`src/rtl/blink_bank_mapper.sv`:
```
`timescale 1ns/1ps
// Blink MMU: COM and SR0..SR3 registers on Z80 IO, 16-bit to banked address
// translation, slot decode and per-region wait-state insertion.
module blink_bank_mapper #(
  parameter int         BANK_W    = 8,
  parameter logic [7:0] IO_BASE   = 8'hD0,
  parameter logic [7:0] COM_ADDR  = 8'hB0,
  parameter logic [7:0] RAMS_BANK = 8'h20,
  parameter int         WS_ROM    = 0,
  parameter int         WS_RAM    = 0,
  parameter int         WS_CARD   = 2
) (
  input  logic              clk,
  input  logic              reset_n,
  input  logic [15:0]       z80_a,
  input  logic [7:0]        z80_do,
  input  logic              z80_mreq_n,
  input  logic              z80_iorq_n,
  input  logic              z80_rd_n,
  input  logic              z80_wr_n,
  input  logic              z80_m1_n,
  output logic [BANK_W+13:0] mem_a,
  output logic              rom_sel,
  output logic              ram_sel,
  output logic [2:0]        card_sel,
  output logic              io_hit,
  output logic [7:0]        io_do,
  output logic [7:0]        com_out,
  output logic              z80_wait_n
);

  typedef enum logic [1:0] {IDLE, COUNT, DONE} state_t;

  logic [7:0]        com_q, com_d;
  logic [7:0]        sr_q [4];
  logic [7:0]        sr_d [4];
  logic [7:0]        io_do_q, io_do_d;
  logic              mreq_q, mreq_d;
  state_t            state_q, state_d;
  logic [3:0]        cnt_q, cnt_d;

  logic              io_wr, io_rd, com_hit;
  logic [3:0]        sr_hit;
  logic [BANK_W-1:0] bank;
  logic [1:0]        slot;
  logic              mem_req;
  logic [3:0]        ws_n;
  logic              start;

  always_comb begin
    io_wr   = ~z80_iorq_n & ~z80_wr_n & z80_m1_n;
    io_rd   = ~z80_iorq_n & ~z80_rd_n & z80_m1_n;
    com_hit = (z80_a[7:0] == COM_ADDR);
    for (int k = 0; k < 4; k++) begin
      sr_hit[k] = (z80_a[7:0] == IO_BASE + 8'(k));
    end
  end

  always_comb begin
    com_d   = com_q;
    sr_d    = sr_q;
    io_do_d = io_do_q;
    io_hit  = 1'b0;
    if (io_wr && com_hit) begin
      com_d = z80_do;
    end
    for (int k = 0; k < 4; k++) begin
      if (io_wr && sr_hit[k]) begin
        sr_d[k] = z80_do;
      end
    end
    if (io_rd && com_hit) begin
      io_hit  = 1'b1;
      io_do_d = com_q;
    end
    for (int k = 0; k < 4; k++) begin
      if (io_rd && sr_hit[k]) begin
        io_hit  = 1'b1;
        io_do_d = sr_q[k];
      end
    end
  end

  // Segment 0 splits in two: the upper 8K follows SR0, the lower 8K is either
  // bank 0 or the RAMS bank depending on COM[2].
  always_comb begin
    bank = '0;
    case (z80_a[15:14])
      2'b11:   bank = sr_q[3][BANK_W-1:0];
      2'b10:   bank = sr_q[2][BANK_W-1:0];
      2'b01:   bank = sr_q[1][BANK_W-1:0];
      default: begin
        if (z80_a[13]) begin
          bank = sr_q[0][BANK_W-1:0];
        end else if (com_q[2]) begin
          bank = RAMS_BANK[BANK_W-1:0];
        end else begin
          bank = '0;
        end
      end
    endcase
  end

  assign mem_a    = {bank, z80_a[13:0]};
  assign slot     = bank[BANK_W-1 -: 2];
  assign mem_req  = ~z80_mreq_n;
  assign rom_sel  = mem_req & (slot == 2'd0) & ~bank[BANK_W-3];
  assign ram_sel  = mem_req & (slot == 2'd0) & bank[BANK_W-3];
  assign card_sel = {3{mem_req}} & {slot == 2'd3, slot == 2'd2, slot == 2'd1};
  assign ws_n     = (slot != 2'd0) ? 4'(WS_CARD)
                  : (bank[BANK_W-3] ? 4'(WS_RAM) : 4'(WS_ROM));
  assign start    = ~z80_mreq_n & mreq_q;
  assign mreq_d   = z80_mreq_n;
  assign com_out  = com_q;
  assign io_do    = io_do_q;

  // The start cycle is already the first wait cycle, so COUNT covers the
  // remaining N-1; cnt holds how many COUNT cycles follow the current one.
  always_comb begin
    state_d    = state_q;
    cnt_d      = cnt_q;
    z80_wait_n = 1'b1;
    case (state_q)
      IDLE: begin
        if (start) begin
          if (ws_n == 4'd0) begin
            state_d = DONE;
          end else begin
            z80_wait_n = 1'b0;
            if (ws_n == 4'd1) begin
              state_d = DONE;
            end else begin
              cnt_d   = ws_n - 4'd2;
              state_d = COUNT;
            end
          end
        end
      end
      COUNT: begin
        if (z80_mreq_n) begin
          state_d = IDLE;
        end else begin
          z80_wait_n = 1'b0;
          if (cnt_q == 4'd0) begin
            state_d = DONE;
          end else begin
            cnt_d = cnt_q - 4'd1;
          end
        end
      end
      DONE: begin
        if (z80_mreq_n) begin
          state_d = IDLE;
        end
      end
      default: state_d = IDLE;
    endcase
  end

  // mreq_q clears on reset so an access already in flight when reset lifts
  // is not mistaken for a fresh start.
  always_ff @(posedge clk) begin
    if (!reset_n) begin
      com_q   <= '0;
      sr_q    <= '{default: '0};
      io_do_q <= '0;
      mreq_q  <= 1'b0;
      state_q <= IDLE;
      cnt_q   <= '0;
    end else begin
      com_q   <= com_d;
      sr_q    <= sr_d;
      io_do_q <= io_do_d;
      mreq_q  <= mreq_d;
      state_q <= state_d;
      cnt_q   <= cnt_d;
    end
  end

endmodule

```
`config.mk`:
```
export PLATFORM = sky130hd
export DESIGN_NAME = blink_bank_mapper
export DESIGN_NICKNAME = d
export VERILOG_FILES = /design/src/rtl/blink_bank_mapper.sv
export SDC_FILE = /design/constraint.sdc
export NUM_CORES = 1
export LEC_CHECK = 0
export BUFFER_PORTS_ARGS = -buffer_cell sky130_fd_sc_hd__buf_4
export CAP_MARGIN = 10
export CORE_UTILIZATION = 57
export DETAILED_ROUTE_END_ITERATION = 10
export GPL_ROUTABILITY_DRIVEN = 1
export MAX_ROUTING_LAYER = met4
export PLACE_DENSITY = 0.9
export SYNTH_ARGS = -nofsm -noshare
export SYNTH_HDL_FRONTEND = slang
export SYNTH_SLANG_ARGS = --single-unit
```
`constraint.sdc`:
```
create_clock -name clk -period 3.3 [get_ports clk]
set_input_delay 0.165 -clock clk [delete_from_list [all_inputs] [get_ports clk]]
set_output_delay 0.165 -clock clk [all_outputs]
set_load 0.01 [all_outputs]
```
==> flow_metrics.tcl <==
set metrics [dict create \
    max_freq_ghz 0.471 \
    layout.nets 410 \
    synth_most_common_cell "dfxtp_1" \
    drv_slew 0 \
    hold_path.class "in -> reg" \
    cts_setup_buffers 0 \
    finalHoldViolCount 0 \
    htreeDepth 2 \
    drv_cap 0 \
    drive_gt1_share_pct 24.6 \
    syn_to_final_growth_pct 18.2 \
    grt_antenna_before_repair 0 \
    layoutNonFillerInstCount 448 \
    clock_sinks 55 \
    drc_errors 0 \
    io_pins 76 \
    hpwl_um 5210 \
    critPathKind "reg -> out" \
    synthMuxAreaShare_pct 21.6 \
    clk_pin_slew_ns 0.10 \
    grt_max_degree 44 \
    synth_area_sq_mm 0.00302 \
    num_rows 26 \
    cts_root_buffer "clkbuf_8" \
    yosysTopAreaCell "dfxtp_1" \
    cts_max_path_buffers 2 \
    grt_overflow 0 \
    synth_cells 334 \
    setup_tns_ns 0 \
    synthXorXnorAreaFrac_pct 0 \
    vias 2822 \
    gp_congestion 0.904 \
    crit_path_max_fanout 5 \
    netSwitchingPower_mw 0.289 \
    clkPwrFrac_pct 40.6 \
    max_slew_margin_pct 46.3 \
    cts_buffers 5 \
    holdBufCountCts 0 \
    cpMaxStageDelayCell "a221o_1" \
    rsz0062_at_grt "no" \
    wl_per_cell_um 17.4 \
    setup_viol 0 \
    avgSynthCellArea_sq_um 9.05 \
    synth_top_area_share_pct 36.4 \
    p_comb_share_pct 8.1 \
    switching_share_pct 22.2 \
    finalInstanceArea_sq_mm 0.00358 \
    worst_setup_path_end_kind "primary output" \
    ys_async_sr_fraction_pct 0 \
    power_frac_seq_pct 51.3 \
    port_buffers 65 \
    drtAntennaViolNets 0 \
    synth_area_leaders "dfxtp_1, mux2i_1, nor2_1" \
    synth_top_flop_cell "dfxtp_1" \
    dp.cells 440 \
    internal-power_mw 1.01 \
    yosys_register_bits 55 \
    required_ns 3.13 \
    start_kind "flip-flop" \
    grt_usage_pct 29.6 \
    dieHeight_um 74.8 \
    cts_tree "built" \
    synth_top_family_by_area "multiplexers" \
    cpPeakStageDelay_ns 0.42 \
    worst_pin_slew_ns 0.803 \
    synthAdderAreaFrac_pct 0.827 \
    drtPass1Iterations 5 \
    core-area_sq_mm 0.00511 \
    p_per_area_mw_per_mm2 363 \
    crit_buf_inv 1 \
    cp.arrival_ns 1.96 \
    path_cells "mux2_4 -> a221o_1 -> or2_1 -> nor3b_1 -> buf_4" \
    drt_iter0_drc 256 \
    worst_skew_pair.late_latency_ns 0.31 \
    power.leakage_nw 1.51 \
    synth.cells.most_frequent "dfxtp_1, nor2_1, mux2i_1, nand2_1, nor3_1" \
    routed_wl_um 7810 \
    finalClockSkew_ns 0.00953 \
    grt_first_pass_wirelength_um 12000 \
    ir_drop_v 0.000218 \
    ys_types 51 \
    ys_seq_area_share_pct 36.4 \
    post-route-period-util_pct 64.4 \
    period_minus_slack_ns 2.12 \
    synth_edf_count 0 \
    cts_resized 0 \
    synth-compound-area-share_pct 12.3 \
    placed_cell_area_sq_mm 0.00344 \
    grt_pass1_vias 2486 \
    ys_warn_count 0 \
    status "complete, no violations" \
    fp.dieArea_sq_mm 0.00560 \
    start_util_pct 59.2 \
    routed_via_density 6.30 \
    antennaDiodeCount 0 \
    yosys.area_share.simple_pct 21.4 \
    dieWidth_um 74.8 \
    synth_nets 367 \
    critPathTopFamily "simple AND/OR/NAND/NOR gates" \
]
-- path summary, 6_finish.rpt --
check / from / to / slack [ns] / depth (start not counted)
setup reg to reg: sr_q[23] / cnt_q[2] / 1.41 / 5
hold / removal: z80_mreq_n / state_q[1] / 0.09 / 2
hold reg to reg: cnt_q[3] / cnt_q[3] / 0.49 / 2
setup / recovery: sr_q[23] / ram_sel / 1.18 / 5
-- sequential cells by signal, indices dropped and copies added, names as in the netlist --
name and flops:
cnt_q 4, state_q 2, com_out 8, io_do 8
mreq_q 1, sr_q 32
-- layout make-up --
type	count	area (sq um)
multi-input cells	238	1700
fillers	405	1530
flip-flops and latches	55	1100
repair buffers	69	518
well taps	70	87.6
clock buffers	5	68.8
clock inverters	3	67.6
inverters	8	30.0
-- per-layer routing --
layer,share of wire (%),up-vias,track usage (%)
li1,-,1274,-
met2,48,169,46.4
met1,41,1361,38.8
met4,2.4,0,11.3
met5,0,-,-
met3,8.7,18,4.28
-- cells by family after synthesis --
logic type | Yosys count
AOI/OAI and AO/OA | 52
muxes | 57
DFF | 55
and+or+nand+nor | 127
adders and majority gates | 2
buffers and inverters | 41
-- layout by cell type, fill, tap and decap left out, types with 2 or more instances in the layout --
master / count
nor2b_1: 2
o21a_1: 3
and3_1: 2
a21oi_1: 10
nand2b_1: 5
o21ai_0: 11
nor3b_1: 4
dfxtp_1: 55
a221oi_1: 7
bufinv_16: 2
inv_1: 7
clkbuf_8: 5
nand2_1: 16
o221ai_1: 8
ha_1: 2
mux2i_1: 49
nor2_1: 50
mux4_2: 6
nand3_1: 14
and2_1: 7
nor3_1: 15
buf_4: 69
-- through the flow --
stage | utilization (%) | total power [mW] | setup slack [ns] | hold slack [ns]
after global routing | 70.0 | 1.33 | 1.10 | 0.103
after global placement | 67.3 | 0.784 | 1.27 | 0.330
after floorplan | - | 0.746 | 1.62 | 0.303
final | 70.0 | 1.30 | 1.18 | 0.0935
after detailed placement | 67.3 | 0.786 | 1.20 | 0.330
after CTS | 70.0 | 1.30 | 1.19 | 0.0885
-- power groups by stage --
stage	Sequential (mW)	Combinational, mW	Clock (mW)
2_1_floorplan	0.681	0.0647	0
3_3_place_gp	0.682	0.102	0
3_5_place_dp	0.682	0.104	0
4_1_cts	0.666	0.105	0.530
5_1_grt	0.667	0.114	0.554
6_report	0.666	0.106	0.527
No activity file was read; power rests on OpenSTA's default activity.
